$ cat config.mk
export PLATFORM = sky130hd
export DESIGN_NAME = evt_kernel_sequencer
export DESIGN_NICKNAME = d
export VERILOG_FILES = /design/src/rtl/sne_evt_stream_pkg.sv /design/src/rtl/evt_bounded_counter.sv /design/src/rtl/evt_kernel_sequencer.sv
export SDC_FILE = /design/constraint.sdc
export NUM_CORES = 1
export LEC_CHECK = 0
export ABC_AREA = 1
export CAP_MARGIN = 20
export CORE_UTILIZATION = 47
export DETAILED_ROUTE_END_ITERATION = 8
export PLACE_DENSITY = 0.81
export RECOVER_POWER = 100
export SLEW_MARGIN = 15
export SYNTH_ARGS = -nofsm -noshare
export SYNTH_HDL_FRONTEND = slang
export SYNTH_SLANG_ARGS = --single-unit
$ cat constraint.sdc
create_clock -name clk_i -period 4.15 [get_ports clk_i]
set_input_delay 0.83 -clock clk_i [delete_from_list [all_inputs] [get_ports clk_i]]
set_output_delay 0.83 -clock clk_i [all_outputs]
set_load 0.01 [all_outputs]
$ cat src/rtl/sne_evt_stream_pkg.sv
// sne_evt_stream_pkg: shared FSM encoding and tap-index sizing for the event kernel sequencer
package sne_evt_stream_pkg;
  typedef enum logic [2:0] {ST_IDLE, ST_SYNC, ST_ARMED, ST_RUN, ST_DRAIN} seq_state_e;
  function automatic int tap_idx_width(input int max_radius);
    return $clog2((2 * max_radius + 1) ** 2);
  endfunction
endpackage

$ cat src/rtl/evt_bounded_counter.sv
// evt_bounded_counter: signed up-counter sweeping -bound..+bound, wrapping back to -bound
module evt_bounded_counter #(
  parameter int BW = 2
) (
  input  logic              clk,
  input  logic              rst_n,
  input  logic              clear,
  input  logic              load,
  input  logic              step,
  input  logic [BW-1:0]     load_bound,
  input  logic [BW-1:0]     bound,
  output logic signed [BW:0] value,
  output logic              done
);
  localparam logic signed [BW:0] ONE = 1;
  logic signed [BW:0] bound_s;
  logic wrap;
  assign bound_s = $signed({1'b0, bound});
  assign wrap = value == bound_s;
  assign done = step & wrap;
  always_ff @(posedge clk or negedge rst_n)
    if (!rst_n) value <= '0;
    else if (clear) value <= '0;
    else if (load) value <= -$signed({1'b0, load_bound});
    else if (step) value <= wrap ? -bound_s : value + ONE;
endmodule

$ cat src/rtl/evt_kernel_sequencer.sv
// evt_kernel_sequencer: walks a (2r+1)^2 kernel around each spike, emitting per-group
// state-memory read taps and a one-cycle-delayed write-back.
module evt_kernel_sequencer
  import sne_evt_stream_pkg::*;
#(
  parameter int STREAM_ADDR_WIDTH = 16,
  parameter int SEQ_ADDR_WIDTH    = 6,
  parameter int NEURON_GROUP      = 16,
  parameter int MAX_RADIUS        = 2
) (
  input  logic clk_i,
  input  logic rst_ni,
  input  logic init_i,
  input  logic clear_i,
  input  logic time_stable_i,
  input  logic enable_i,
  input  logic evt_valid_i,
  output logic evt_ready_o,
  input  logic [STREAM_ADDR_WIDTH-1:0] evt_id_i,
  input  logic [$clog2(MAX_RADIUS+1)-1:0] radius_i,
  input  logic [NEURON_GROUP-1:0][STREAM_ADDR_WIDTH/2-1:0] lbound_y_i,
  input  logic [NEURON_GROUP-1:0][STREAM_ADDR_WIDTH/2-1:0] lbound_x_i,
  input  logic step_grant_i,
  output logic rd_valid_o,
  output logic [NEURON_GROUP-1:0][SEQ_ADDR_WIDTH-1:0] rd_addr_o,
  output logic [NEURON_GROUP-1:0] rd_mask_o,
  output logic [NEURON_GROUP-1:0][SEQ_ADDR_WIDTH-1:0] wr_addr_o,
  output logic [NEURON_GROUP-1:0] wr_en_o,
  output logic [tap_idx_width(MAX_RADIUS)-1:0] tap_idx_o,
  output logic done_o,
  output logic busy_o
);
  localparam int H  = STREAM_ADDR_WIDTH / 2;
  localparam int S  = SEQ_ADDR_WIDTH / 2;
  localparam int RW = $clog2(MAX_RADIUS + 1);
  localparam int TW = tap_idx_width(MAX_RADIUS);
  seq_state_e state, state_nxt;
  logic [STREAM_ADDR_WIDTH-1:0] ev_id;
  logic [RW-1:0] r, r_clamp;
  logic signed [RW:0] dy, dx;
  logic [RW:0] dy_off, dx_off;
  logic run, accept, step, dx_done, dy_done;
  logic [NEURON_GROUP-1:0] mask;
  logic [NEURON_GROUP-1:0][SEQ_ADDR_WIDTH-1:0] addr;

  assign run     = state == ST_RUN;
  assign accept  = (state == ST_ARMED) & evt_valid_i & ~clear_i;
  assign step    = run & enable_i & step_grant_i;
  assign r_clamp = radius_i > RW'(MAX_RADIUS) ? RW'(MAX_RADIUS) : radius_i;

  // dy only advances when dx wraps; the sweep ends when both wrap together
  evt_bounded_counter #(.BW(RW)) u_dx (
    .clk(clk_i), .rst_n(rst_ni), .clear(clear_i), .load(accept), .step(step),
    .load_bound(r_clamp), .bound(r), .value(dx), .done(dx_done)
  );
  evt_bounded_counter #(.BW(RW)) u_dy (
    .clk(clk_i), .rst_n(rst_ni), .clear(clear_i), .load(accept), .step(dx_done),
    .load_bound(r_clamp), .bound(r), .value(dy), .done(dy_done)
  );

  // relative coordinates keep two extra bits so negatives and overflow are range-checked intact
  for (genvar g = 0; g < NEURON_GROUP; g++) begin : g_grp
    logic signed [H+1:0] row_rel, col_rel;
    assign row_rel = $signed({2'b00, ev_id[STREAM_ADDR_WIDTH-1:H]}) + (H+2)'(dy)
                   - $signed({2'b00, lbound_y_i[g]});
    assign col_rel = $signed({2'b00, ev_id[H-1:0]}) + (H+2)'(dx)
                   - $signed({2'b00, lbound_x_i[g]});
    assign mask[g] = ~|row_rel[H+1:S] & ~|col_rel[H+1:S];
    assign addr[g] = {row_rel[S-1:0], col_rel[S-1:1], row_rel[0] ^ col_rel[0]};
  end

  assign dy_off    = dy + $signed({1'b0, r});
  assign dx_off    = dx + $signed({1'b0, r});
  assign rd_mask_o = run ? mask : '0;
  assign rd_addr_o = run ? addr : '0;
  assign tap_idx_o = run ? TW'(dy_off) * TW'({r, 1'b1}) + TW'(dx_off) : '0;

  always_ff @(posedge clk_i or negedge rst_ni)
    if (!rst_ni) begin
      state     <= ST_IDLE;
      ev_id     <= '0;
      r         <= '0;
      wr_addr_o <= '0;
      wr_en_o   <= '0;
    end else begin
      state   <= state_nxt;
      wr_en_o <= step & ~clear_i ? rd_mask_o : '0;
      if (step) wr_addr_o <= rd_addr_o;
      if (accept) begin
        ev_id <= evt_id_i;
        r     <= r_clamp;
      end
    end

  always_comb begin
    state_nxt   = state;
    evt_ready_o = state == ST_ARMED;
    rd_valid_o  = run & enable_i;
    done_o      = state == ST_DRAIN;
    busy_o      = run | (state == ST_DRAIN);
    case (state)
      ST_IDLE:  state_nxt = init_i ? ST_SYNC : ST_IDLE;
      ST_SYNC:  state_nxt = time_stable_i ? ST_ARMED : ST_SYNC;
      ST_ARMED: state_nxt = evt_valid_i ? ST_RUN : ST_ARMED;
      ST_RUN:   state_nxt = dy_done ? ST_DRAIN : ST_RUN;
      ST_DRAIN: state_nxt = ST_ARMED;
      default:  state_nxt = ST_IDLE;
    endcase
    if (clear_i) state_nxt = ST_IDLE;
  end
endmodule

==> flow_metrics.py, run 1 <==
metrics = {
    "timing": {
        "rsz0062_at_grt": "yes",
        "min_period_ps": 4820,
        "worst_slew_pin_slew_ps": 2490,
        "max_slew_margin_pct": -66.2,
        "hold_viol_final": 0,
        "clock-skew-final_ps": 17.4,
        "setup_viol": 48,
        "setup_ws_ps": -668,
        "fmax_mhz": 208,
        "drv_slew": 107,
        "fin_crit_sh_pct": 116,
    },
    "final_layout": {
        "utilization_pct": 78.5,
        "nets": 4984,
        "stdcell_area_sq_mm": 0.0340,
        "syn_to_final_growth_pct": 63.8,
        "drive_gt1_share_pct": 23.0,
    },
    "global_route": {
        "first_global_vias": 25700,
        "grt_max_degree": 118,
        "grt_pass1_wl_um": 137000,
        "grtUsageTotal_pct": 40.3,
        "antenna_found_initial": 9,
        "grt_overflow_total": 0,
    },
    "clocking": {
        "htreeDepth": 4,
        "clock_path_buffers": 2,
        "numClockSinks": 139,
        "cts_inserted_buffers": 17,
        "path_clk_slew_ps": 80,
        "cts_root_buffer": "clkbuf_16",
        "clk_latency_ps": 520,
        "ctsHoldBuffers": 0,
        "cts_tree": "done",
    },
    "yosys": {
        "syn_nets": 3969,
        "ys_seq_area_share_pct": 16.7,
        "netlist_area_sq_mm": 0.0208,
        "synth_top_area_share_pct": 18.6,
        "synth_seq_cells": 139,
        "yosysTopAreaCell": "nand2_1",
        "async_flop_share_pct": 100,
        "ys_top_cells_by_count": "1028 x nand2_1, 629 x inv_1, 290 x ha_1",
        "yosys_warnings": 0,
        "synth_cells": 3358,
        "synth_most_common_cell": "nand2_1",
        "synth_area_leaders": "nand2_1 19%, ha_1 17%, dfrtp_1 17%",
        "synth_cell_types": 45,
        "synth_edf_count": 0,
        "ys.flop_type": "dfrtp_1",
        "avgSynthCellArea_sq_um": 6.19,
    },
    "placed_design": {
        "dpl_cell_area_sq_mm": 0.0300,
        "dp_hpwl_um": 67700,
        "port_buffers": 514,
        "post-place-ws_ps": -655,
        "gp_congestion": 0.974,
    },
    "critical_path": {
        "r2r_slack_ps": -670,
        "worstRegToRegCells": 34,
        "cpPeakStageDelay_ps": 500,
        "worstSetupStartpointType": "flip-flop",
        "r2r-end": "wr_en_o[2]",
        "cpMostUsedCell": "buf_4",
        "worst_r2r_startpoint": "u_dy.value[2]",
        "critPathCaptureType": "flip-flop",
        "path_class": "reg2reg",
        "slowest_stage": "dfrtp_2",
        "path_max_fanout": 6,
        "crit_required_ps": 4570,
        "crit_arrival_ps": 5240,
    },
    "routing": {
        "viasPerCell": 5.47,
        "first_pass_iters": 6,
        "routed_wl_um": 95300,
        "postRouteAntennaNets": 0,
        "routed-via-count": 27300,
        "remaining_drc_errors": 0,
        "drtIter0Drc": 2234,
        "wl_per_cell_um": 19.2,
    },
    "run": {
        "cap_violations": 2,
    },
    "status": {
        "failed_checks": "capacitance limit, slew limit, setup timing",
        "status": "finished, violations left",
    },
    "pwr": {
        "pwr_density_cell_mw_per_mm2": 1030,
        "p_leak_nw": 18.7,
        "p_clk_share_pct": 5.0,
        "ir_drop_mv": 0.580,
        "switching_power_mw": 18.0,
        "power.internal_mw": 17.1,
        "pwr-share-seq_pct": 5.8,
        "pwr-share-comb_pct": 89.2,
        "power_switching_share_pct": 51.3,
    },
    "floorplanning": {
        "rows": 76,
        "die-height_um": 212,
        "core-area_sq_mm": 0.0434,
        "ios": 515,
        "die_w_um": 212,
        "die-area_sq_mm": 0.0450,
        "initial_core_util_pct": 47.9,
    },
    "hold_path": {
        "hold_class": "reg2reg",
        "whs_path_depth": 2,
        "hold_start": "wr_addr_o[33]",
        "min_to": "wr_addr_o[33]",
    },
}
layer usage:
metal  share of wire [%]  track usage, %  vias to the layer above
met1                  37            46.7                    12600
met2                  46            66.0                     1530
met3                 9.9            9.76                      446
met5               0.038               0                        -
li1                    -               -                    12700
met4                 7.4            26.7                        6
through the flow:
step	hold slack, ps	total power, mW	setup TNS (ps)	instances
floorplan	448	16.7	0	3358
global placement	461	26.9	-6900	4814
detailed placement	465	27.4	-8180	4814
CTS	482	32.5	-8730	4935
global route	502	37.8	-42750	4975
finish	479	35.1	-13780	4978
power by group through the flow:
stage	clock network, mW	registers, mW	logic, mW
finish	1.75	2.04	31.3
global placement	0	2.00	24.9
floorplan	0	2.14	14.6
global route	1.82	2.08	33.9
CTS	1.76	2.03	28.7
detailed placement	0	2.02	25.4
layout by cell type, fill, tap and decap left out, types with 12 or more instances in the layout:
cell type	instances
a21o_1	12
nand2_1	941
buf_12	39
xnor2_1	19
fa_1	33
buf_6	49
nand3b_1	91
nor2_1	254
a21oi_2	58
a21oi_1	148
o21ai_0	120
clkbuf_16	17
o21ai_1	14
dlymetal6s2s_1	13
buf_2	16
dlygate4sd2_1	20
inv_1	610
dfrtp_1	137
inv_2	21
ha_1	186
nand2_2	89
nand4_1	51
clkdlybuf4s50_1	337
buf_4	437
xor2_1	19
ha_4	100
nor2_2	28
nand3_1	204
nand3_2	34
dlygate4sd3_1	116
flip-flops by register name, indices dropped and copies added (netlist names):
signal / count
wr_addr_o: 96
r: 2
state: 3
u_dx.value: 3
ev_id: 16
wr_en_o: 16
u_dy.value: 3
worst max path at each step:
stage | end | slack (ps) | from | cells past startpoint
detailed placement | rd_mask_o[0] | -650 | u_dy.value[0] | 21
floorplan | tap_idx_o[4] | 10 | r[0] | 13
global placement | rd_mask_o[0] | -570 | u_dy.value[0] | 21
CTS | rd_mask_o[13] | -460 | u_dy.value[0] | 20
global route | rd_mask_o[15] | -780 | u_dy.value[2] | 20
finish | wr_en_o[2] | -670 | u_dy.value[2] | 34
timing repair:
action                                  CTS  global route
buffers inserted                         93            44
gates resized for setup                 360           251
endpoints found under the setup margin   50            50
pin swaps                               116           132
cloned                                    1             0
endpoints found under the hold margin     0             0
worst max-delay path, delay by kind of cell (launching register included):
| family | cells | cell delay, ps |
|---|---|---|
| buffers and inverters | 17 | 2170 |
| flip-flops | 1 | 500 |
| XOR/XNOR | 1 | 140 |
| AO/OA/AOI/OAI | 2 | 320 |
| adder cells (fa/ha/maj) | 2 | 480 |
| AND/OR/NAND/NOR | 12 | 1080 |
final cells by class:
cell class              count  area [sq um]
clock inverters            13           180
well taps                 585           732
diodes                      8          20.0
multi-input cells        2535         17100
repair buffers           1047          9730
flip-flops and latches    139          3480
clock buffers              18           439
inverters                 633          2380
fillers                  3001          9340
cell families after synthesis:
group                    count (synthesis)  synth area share (%)
AO/OA/AOI/OAI                          406                  10.5
XOR/XNOR                                59                  2.49
adder cells (fa/ha/maj)                329                  21.2
buffers and inverters                  684                  12.7
flip-flops                             139                  16.7
multiplexers                             1                0.0482
AND/OR/NAND/NOR                       1740                  36.2
Power figures use the tool's default switching activity.
==> run 2, diff against run 1 <==
Settings changed: SETUP_SLACK_MARGIN set to 0.4.
==> flow_metrics.py, run 2 (synthesis results as in run 1) <==
metrics = {
    "timing": {
        "whs_ps": 475,
        "clock-skew-final_ps": 16.4,
        "setup_viol": 40,
        "drv_slew": 137,
        "hold_viol_final": 0,
        "max_slew_margin_pct": -51.6,
        "fin_crit_sh_pct": 120,
        "worst_slew_pin_slew_ps": 2270,
        "setup_ws_ps": -847,
        "min_period_ps": 5000,
        "fmax_mhz": 200,
        "rsz0062_at_grt": "yes",
    },
    "final_layout": {
        "reg_top3": "wr_addr_o x96, ev_id x16, wr_en_o x16",
        "fin_cells": 5004,
        "largest_reg_flops": 96,
        "drive_gt1_share_pct": 23.4,
        "utilization_pct": 78.9,
        "layout_common_cells": "1002 x nand2_1, 602 x inv_1, 380 x buf_4",
        "final_common_cell": "nand2_1",
        "nets": 5005,
        "syn_to_final_growth_pct": 64.7,
        "stdcell_area_sq_mm": 0.0342,
        "largest-register": "wr_addr_o",
    },
    "routing": {
        "wl_per_cell_um": 19.7,
        "remaining_drc_errors": 0,
        "routed-via-count": 27400,
        "routed_wl_um": 98700,
        "postRouteAntennaNets": 0,
        "drtIter0Drc": 2384,
        "viasPerCell": 5.47,
        "first_pass_iters": 8,
    },
    "floorplanning": {
        "initial_core_util_pct": 47.9,
        "die-area_sq_mm": 0.0450,
        "ios": 515,
        "die_w_um": 212,
        "die-height_um": 212,
        "core-area_sq_mm": 0.0434,
        "rows": 76,
    },
    "critical_path": {
        "cpPeakStageDelay_ps": 410,
        "r2r-end": "wr_en_o[6]",
        "slowest_stage": "fa_2",
        "worstRegToRegCells": 36,
        "worst-path-buf-inv": 20,
        "crit_required_ps": 4590,
        "worstSetupStartpointType": "flip-flop",
        "critPathCaptureType": "flip-flop",
        "path_delay_family": "buffers and inverters",
        "crit_arrival_ps": 5440,
        "crit_cells": 36,
        "path_max_fanout": 5,
        "cpMostUsedCell": "buf_6",
        "r2r_slack_ps": -850,
        "worst_r2r_startpoint": "u_dx.value[0]",
        "path_class": "reg2reg",
    },
    "clocking": {
        "cts_inserted_buffers": 17,
        "clk_latency_ps": 520,
        "ctsHoldBuffers": 0,
        "cts_root_buffer": "clkbuf_16",
        "path_clk_slew_ps": 80,
        "htreeDepth": 4,
        "cts_tree": "done",
        "clock_path_buffers": 2,
        "numClockSinks": 139,
    },
    "status": {
        "failed_checks": "capacitance limit, slew limit, setup timing",
        "status": "finished, violations left",
    },
    "global_route": {
        "grt_overflow_total": 0,
        "antenna_found_initial": 16,
        "grtUsageTotal_pct": 41.6,
        "grt_pass1_wl_um": 141000,
        "grt_max_degree": 169,
        "first_global_vias": 26400,
    },
    "placed_design": {
        "gp_congestion": 0.995,
        "dpl_cell_area_sq_mm": 0.0300,
        "place_inst": 4811,
        "dp_hpwl_um": 67500,
        "port_buffers": 514,
    },
    "pwr": {
        "ir_drop_mv": 0.536,
        "p_total_mw": 35.0,
        "pwr_density_cell_mw_per_mm2": 1020,
        "p_leak_nw": 18.7,
    },
    "run": {
        "cap_violations": 2,
    },
    "hold_path": {
        "min_to": "wr_addr_o[29]",
        "hold_class": "reg2reg",
        "whs_path_depth": 2,
        "hold_start": "wr_addr_o[29]",
    },
}
==> run 2: changes by cell type in the layout (fill, tap and decap cells not counted), sizes merged, moves of 2 or more <==
cell           before  now
dlymetal6s2s       13    2
dlygate4sd3       116  131
buf               547  607
bufinv              3    1
inv               638  641
clkdlybuf4s50     337  296
diode               8   12
dlygate4sd2        20    7
clkbuf             30   39
==> run 2: final cells by class <==
type | instances | area, sq um
clock buffers | 18 | 439
well taps | 585 | 732
inverters | 633 | 2380
diodes | 12 | 30.0
multi-input cells | 2535 | 17000
clock inverters | 14 | 148
fillers | 2884 | 9150
flip-flops and latches | 139 | 3480
repair buffers | 1068 | 10000
==> run 2: through the flow <==
step / setup WS (ps) / setup TNS, ps
global route: -993 / -24940
floorplan: 202 / 0
finish: -847 / -19100
detailed placement: -1010 / -15460
CTS: -591 / -11250
global placement: -831 / -12910
==> run 2: repair_timing <==
action | in CTS | in global routing
cloned | 3 | 0
resized for setup | 668 | 168
buffers inserted | 124 | 22
pin swaps | 165 | 72
endpoints found under the setup margin | 102 | 86
==> run 2: worst max path at each step <==
stage / endpoint / startpoint
after floorplan: rd_mask_o[11] / u_dx.value[0]
after global placement: rd_mask_o[11] / ev_id[0]
after detailed placement: rd_mask_o[4] / u_dx.value[0]
after CTS: wr_en_o[6] / u_dx.value[2]
after global routing: wr_en_o[6] / u_dy.value[2]
final: wr_en_o[6] / u_dx.value[0]
==> run 2: worst register-to-register path: cells and delay by family, from the launching register on <==
| kind | cells | cell delay, ps |
|---|---|---|
| adder cells (fa/ha/maj) | 3 | 920 |
| AND/OR/NAND/NOR | 12 | 1310 |
| XOR/XNOR | 1 | 60 |
| buffers and inverters | 20 | 2290 |
| flip-flops | 1 | 370 |
==> run 2: per-layer routing <==
layer  global-route usage (%)  vias up  routed length, um
met1                     46.3    12500              35600
met2                     67.0     1551              44000
met4                     32.9       16               8760
li1                         -    12800                  -
met3                     11.4      567              10200
met5                        0        -                110
==> run 2: power breakdown <==
| part | leakage, nW | internal, mW | total [mW] | switching [mW] |
|---|---|---|---|---|
| clock network | 0.287 | 0.862 | 1.67 | 0.805 |
| registers | 1.84 | 1.75 | 2.04 | 0.290 |
| logic | 16.6 | 14.4 | 31.3 | 16.9 |
| total | 18.7 | 17.0 | 35.0 | 18.0 |
